$ cat config.mk
export PLATFORM = sky130hd
export DESIGN_NAME = serial_pattern_tx
export DESIGN_NICKNAME = d
export VERILOG_FILES = /design/src/rtl/serial_pattern_tx.sv
export SDC_FILE = /design/constraint.sdc
export NUM_CORES = 1
export LEC_CHECK = 0
export ABC_AREA = 0
export CORE_MARGIN = 2
export CORE_UTILIZATION = 55
export DETAILED_ROUTE_END_ITERATION = 12
export HOLD_SLACK_MARGIN = 0.12
export PLACE_DENSITY = 0.8
export SYNTH_ARGS = -nofsm -noshare
export SYNTH_HDL_FRONTEND = slang
export SYNTH_SLANG_ARGS = --single-unit
$ cat constraint.sdc
create_clock -name clk -period 4.73 [get_ports clk]
set_input_delay 0.473 -clock clk [delete_from_list [all_inputs] [get_ports clk]]
set_output_delay 0.473 -clock clk [all_outputs]
set_load 0.05 [all_outputs]
$ cat src/rtl/serial_pattern_tx.sv
// serial_pattern_tx: shifts a captured pattern word out one bit per clock on x.
// Ports: clk/rst (async high); start,data,len request; x stream; busy,done status.
module serial_pattern_tx #(
  parameter int W          = 16,
  parameter int LW         = 5,
  parameter bit MSB_FIRST  = 1'b1,
  parameter int GAP        = 0,
  parameter bit IDLE_LEVEL = 1'b0
) (
  input  logic          clk,
  input  logic          rst,
  input  logic          start,
  input  logic [W-1:0]  data,
  input  logic [LW-1:0] len,
  output logic          x,
  output logic          busy,
  output logic          done
);

  localparam int GW = (GAP > 0) ? $clog2(GAP + 1) : 1;

  typedef enum logic [1:0] {
    S_IDLE,
    S_SHIFT,
    S_GAP
  } state_t;

  state_t        r_state;
  logic [W-1:0]  r_sh;
  logic [LW-1:0] r_cnt;
  logic [GW-1:0] r_gcnt;
  logic          r_x;
  logic          r_busy;
  logic          r_done;

  logic [LW-1:0] w_eff;
  logic [LW-1:0] w_shamt;
  logic [W-1:0]  w_load;
  logic          w_bit;
  logic [W-1:0]  w_next;

  // Lengths above W clamp silently to W.
  assign w_eff   = (len > LW'(W)) ? LW'(W) : len;

  // MSB-first: left-align the frame so bit eff_len-1 sits at the top.
  assign w_shamt = LW'(W) - w_eff;
  assign w_load  = MSB_FIRST ? (data << w_shamt) : data;
  assign w_bit   = MSB_FIRST ? r_sh[W-1] : r_sh[0];
  assign w_next  = MSB_FIRST ? {r_sh[W-2:0], 1'b0}
                             : {1'b0, r_sh[W-1:1]};

  always_ff @(posedge clk or posedge rst) begin
    if (rst) begin
      r_state <= S_IDLE;
      r_sh    <= '0;
      r_cnt   <= '0;
      r_gcnt  <= '0;
      r_x     <= IDLE_LEVEL;
      r_busy  <= 1'b0;
      r_done  <= 1'b0;
    end else begin
      r_done <= 1'b0;
      case (r_state)
        S_IDLE: begin
          r_x <= IDLE_LEVEL;
          if (start) begin
            if (w_eff == '0) begin
              r_done <= 1'b1;
            end else begin
              r_sh    <= w_load;
              r_cnt   <= w_eff;
              r_busy  <= 1'b1;
              r_state <= S_SHIFT;
            end
          end
        end
        S_SHIFT: begin
          if (r_cnt != '0) begin
            r_x   <= w_bit;
            r_sh  <= w_next;
            r_cnt <= r_cnt - 1'b1;
          end else begin
            r_x <= IDLE_LEVEL;
            if (GAP > 0) begin
              r_gcnt  <= GW'(GAP);
              r_state <= S_GAP;
            end else begin
              r_busy  <= 1'b0;
              r_done  <= 1'b1;
              r_state <= S_IDLE;
            end
          end
        end
        S_GAP: begin
          r_x <= IDLE_LEVEL;
          if (r_gcnt <= GW'(1)) begin
            r_busy  <= 1'b0;
            r_done  <= 1'b1;
            r_state <= S_IDLE;
          end else begin
            r_gcnt <= r_gcnt - 1'b1;
          end
        end
        default: begin
          r_x     <= IDLE_LEVEL;
          r_busy  <= 1'b0;
          r_state <= S_IDLE;
        end
      endcase
    end
  end

  assign x    = r_x;
  assign busy = r_busy;
  assign done = r_done;

endmodule

# [Word level (Yosys, flattened, before mapping)]
# Index checks and enable logic that the tools add are counted.
[word_totals] out_inout_bits=3 inputBits=24 reg_bits=27 wordCells=54
[classes] n_addsub=3 muxes=26 n_lt_le_gt_ge=2 n_reduce_logical=7 n_eq_ne=7 n_shift=1 n_bitwise=1
[ops] operator="two-way mux 16 bit" n=3
[ops] operator="one-hot mux 16 bit (2 select lines)" n=1
[ops] operator="two-way mux 5 bit" n=4
[ops] operator="left shift 16 x 5 -> 16 bit" n=1
[ops] operator="two-way mux 1 bit" n=10
[ops] operator="inequality test 2 bit (second input constant)" n=5
[ops] operator="one-hot mux 5 bit (2 select lines)" n=1
[ops] operator="two-way mux 2 bit" n=4
[ops] operator="AND reduction 4 bit" n=2
[ops] operator="one-hot mux 1 bit (3 select lines)" n=2
[ops] operator="one-hot mux 2 bit (3 select lines)" n=1
[ops] operator="> comparator 5 bit (second input constant)" n=1
[ops] operator="zero test 5 bit" n=1
[ops] operator="nonzero test 5 bit" n=1
[ops] operator="subtractor 5 x 1 -> 5 bit (second input constant)" n=1
[ops] operator="subtractor 5 bit (first input constant)" n=1
[ops] operator="equality test 2 x 1 -> 1 bit (second input constant)" n=1
[ops] operator="equality test 2 bit (second input constant)" n=1
[ops] operator="zero test 2 bit" n=1
[ops] operator="AND reduction 2 bit" n=1
[ops] operator="nonzero test 2 bit" n=1
[ops] operator="less-or-equal comparator 1 bit (second input constant)" n=1
[ops] operator="inverter 1 bit" n=1
[ops] operator="subtractor 1 bit (second input constant)" n=1

# [Longest topological paths before layout]
[logic_depth] depth_word=7 depth_mapped=15 mapped_depth_nobuf=10

# [Worst setup path before layout]
# No wires, ideal clock.
[synth_path] path_kind="input port to flip-flop" startpoint="in len[4]" endpoint="reg r_sh[15]" required_time_ps=4579 setup_ps=151 path_slack_ps=1884 t_arrival_ps=2695 n_path_buf=4 cell_stages=11 cell_sequence="buf_4 nor2b_1 buf_2 inv_2 buf_2 ha_1 buf_4 mux2_2 mux4_2 o2111ai_1 o221ai_1"
[synth_via] elab_chain_len=7 word_cells_on_any_way=10 classes_between="add/sub: 1; order compare: 1; eq/ne: 1; shift: 1; mux: 4; reduce/logical: 2"
[synth_rtl] item="start: declaration" line_no="14" rtl="input logic [LW-1:0] len,"
[synth_rtl] item="> comparator 5 bit" line_no="43" rtl="assign w_eff = (len > LW'(W)) ? LW'(W) : len;"
[synth_rtl] item="two-way mux 5 bit *" line_no="43"
[synth_rtl] item="subtractor 5 bit" line_no="46" rtl="assign w_shamt = LW'(W) - w_eff;"
[synth_rtl] item="left shift 16 x 5 -> 16 bit" line_no="47" rtl="assign w_load = MSB_FIRST ? (data << w_shamt) : data;"
[synth_rtl] item="two-way mux 16 bit" line_no="67" rtl="if (w_eff == '0) begin"
[synth_rtl] item="two-way mux 16 bit" line_no="66" rtl="if (start) begin"
[synth_rtl] item="one-hot mux 16 bit (2 select lines)" line_no="63" rtl="case (r_state)"
[synth_rtl] item="end signal: assignment" line_no="70" rtl="r_sh <= w_load;"
[synth_rtl] item="end signal: assignment" line_no="80" rtl="r_sh <= w_next;"
[synth_rtl] item="end: declaration" line_no="29" rtl="logic [W-1:0] r_sh;"
# Every way passes the cells marked *; elsewhere a longest branch is shown, timed or not. The select of a mux whose other input is x is not followed.
# A chain may end at the register's enable or synchronous reset.

# [Final worst setup path]
[layout_path] startpoint="in len[0]" endpoint="reg r_sh[11]"
# Same word-level chain as after synthesis.

==> results.md <==
- Critical path, cell by cell: clkdlybuf4s50_1, nor2b_1, buf_4, inv_2, ha_1, mux2_2, or3_1, nand4_1, a311oi_1, o32a_1
- CTS tree: yes
- WL final: 4.85 mm
- Dpl cell area: 2250 sq um
- Synth Flop Type: dfrtp_1
- DR WL/cell: 16.4 microns
- 1st-iter DRT viols: 145
- Cell count after synthesis: 233
- Finish-stage setup viols: 0
- Design Area, Final: 2330 sq um
- Crit path launch type: primary input
- CTS Sinks: 24
- Ranking of synthesized cells by area: dfrtp_1, mux2i_1, o21ai_0
- Worst Setup End Kind: register
- Filler cells: 302
- GPL Wtd Cong: 0.943
- Site row count: 22
- Avg Cell Area, Syn: 8.70 sq um
- CP arrival: 3770 ps
- VDD IR-drop max: 0.156 mV
- Slew margin rel.: 38.5%
- Worst Path Required: 4900 ps
- Crit-path max FO: 21
- Tmin final: 3600 ps
- Max_cap viols: 0
- Gate power share: 48.8%
- Unrepaired setup endpoints after global routing: false
- Fin Setup TNS: 0 ps
- Clk pwr share: 16.6%
- Largest net degree at the start of global routing: 25
- Leak Pwr: 0.931 nW
- CP max-delay cell: ha_1
- Clock buffer count from CTS: 3
- Vias: 1819
- Clock Skew: 9.42 ps
- Net switching power: 0.000456 W
- Post-CTS sizing: 0
- Diodes inserted: 0
- Initial Util: 56.2%
- Seq/Total Area, Yosys: 29.6%
- Flops & latches, synth: 24
- Pint: 0.000661 W
- Synth warn: 0
- Area growth from synthesis to layout: 14.8%
- Buf/Inv on CP: 3
- Gr ovfl total: 0
- Fin util: 64.5%
- CP Class: primary input to register
- GRT Util Overall: 25.3%
- Drt first pass iters: 5
- DIE HEIGHT: 64.7 microns
- Post-CTS setup buffers: 0
- Hold Crit Class: register to register
- Status: finished clean
- Synthesized Nets: 261
- Antenna violations before repair: 0
- Ports: 27
- Pre-CTS setup slack: 843 ps
- Via density: 6.15
- Hold Violations, Final: 0
- First-pass GRT wire length: 8.25 mm
- Fin nets: 277
- CP delay by family, top: buffers and inverters
- Max clock buf depth: 2
- Sequential share of power: 34.6%
- Vias in the first global route: 1652
- Synth cell types: 57
- Clock-pin slew on the worst setup and hold paths: 90 ps
- Post-synth EDFFs: 0
- Die width: 64.7 microns
- Mapped Area: 2030 sq um
- Detail Route Antenna Nets: 0
- Critical Path Start: len[0]
- CP max stage delay: 870 ps
- Setup ws final: 1130 ps
- H-tree lvl count: 1
- Yosys top cell area share: 29.6%
- Total power: 0.00112 W
- Die area: 4190 sq um
- Async SR Flop Fraction: 100%
- Worst r2r src: r_cnt[0]
- Sw Ratio: 40.9%
- IO Port Bufs: 26
- HP Start: r_sh[0]
- Share of layout cells above drive strength 1: 10.5%
- CTS root buf: clkbuf_8
- Core footprint: 3610 sq um
- Peak Freq: 278 MHz
- Area leader, netlist: dfrtp_1
- Post-DP HPWL: 3.67 mm
- Post-route clock period utilization: 76.1%
- Worst skew pair latency: 280 ps
- DRC viols: 0
- Final Max Slew Viols: 0
- Pwr Density: 480 nW/um^2
- Hold buffer count at cts: 0
- Worst-margin pin slew: 921 ps
## area by class of cell
type                       instances  area (sq um)  share of cell area (%)
multi-input combinational        186          1300                    55.9
sequential                        24           601                    25.8
clock inverter                     1          30.0                    1.29
timing repair buffer              27           268                    11.5
inverter                           7          26.3                    1.13
clock buffer                       3          41.3                    1.78
tap                               48          60.1                    2.58
## registers in the layout, indices dropped and copies added, names as in the netlist
| register | cells |
|---|---|
| r_cnt | 5 |
| done | 1 |
| r_sh | 16 |
| x | 1 |
| busy | 1 |
## layer usage
layer  GRT usage [%]  vias up  wire length [microns]
li1                -      891                      -
met1            37.4      833                   2200
met2            37.5       84                   2220
met3            2.60       11                    327
met4            10.9        0                    107
met5               0        -                      0
## final timing paths
kind | endpoint | slack (ps) | cells past startpoint
max | r_sh[11] | 1130 | 10
min in group asynchronous | r_sh[10] | 690 | 2
max reg2reg | r_sh[13] | 2500 | 7
max in group asynchronous | r_sh[7] | 3470 | 2
min | r_sh[0] | 490 | 1
min reg2reg | r_sh[0] | 490 | 1
## cells in the final DEF, fill, tap and decap left out, types with 4 or more instances in the layout
master,Yosys,routed
a21oi_1,10,10
inv_1,5,5
nor2b_1,4,4
clkdlybuf4s50_1,0,26
mux2_2,8,8
nor3_1,4,4
or3_1,5,5
ha_1,4,4
o21ai_0,21,21
nand3_1,11,11
dfrtp_1,24,24
nor2_1,25,25
mux2i_1,21,21
nand2_1,20,20
## synthesized netlist by cell type (all sizes together), types with 2 or more instances
| library cell | number |
|---|---|
| mux2i | 21 |
| nand3 | 11 |
| clkbuf | 5 |
| xnor2 | 2 |
| a2bb2oi | 2 |
| dfrtp | 24 |
| o31ai | 2 |
| nor2 | 26 |
| and3 | 2 |
| mux4 | 2 |
| a31oi | 2 |
| o32a | 2 |
| or3 | 5 |
| a21oi | 11 |
| o21ai | 22 |
| nand2 | 21 |
| o211ai | 3 |
| nand4 | 2 |
| buf | 11 |
| ha | 4 |
| nor3 | 5 |
| nand2b | 2 |
| inv | 7 |
| nor2b | 4 |
| xor2 | 2 |
| o22ai | 2 |
| o21a | 3 |
| o311ai | 2 |
| mux2 | 8 |
## stage by stage
step	hold slack, ps	instances
after global routing	503	296
after global placement	472	292
after detailed placement	475	292
final	495	296
after floorplan	459	233
after CTS	494	296
## cells by family after synthesis
group           Yosys count  synth area share (%)
flops                    24                  29.6
simple gates             83                  20.4
buf+inv                  23                  6.23
xor+xnor                  4                  2.65
fa+ha+maj                 4                  2.47
mux                      31                  17.0
compound gates           64                  21.6
## power by group through the flow
stage | Sequential [W] | Clock, W | Combinational [W]
6_report | 0.000387 | 0.000185 | 0.000545
5_1_grt | 0.000400 | 0.000195 | 0.000611
4_1_cts | 0.000384 | 0.000186 | 0.000544
3_5_place_dp | 0.000386 | 0 | 0.000544
3_3_place_gp | 0.000385 | 0 | 0.000532
2_1_floorplan | 0.000386 | 0 | 0.000425
(Power assumes the default switching activity.)
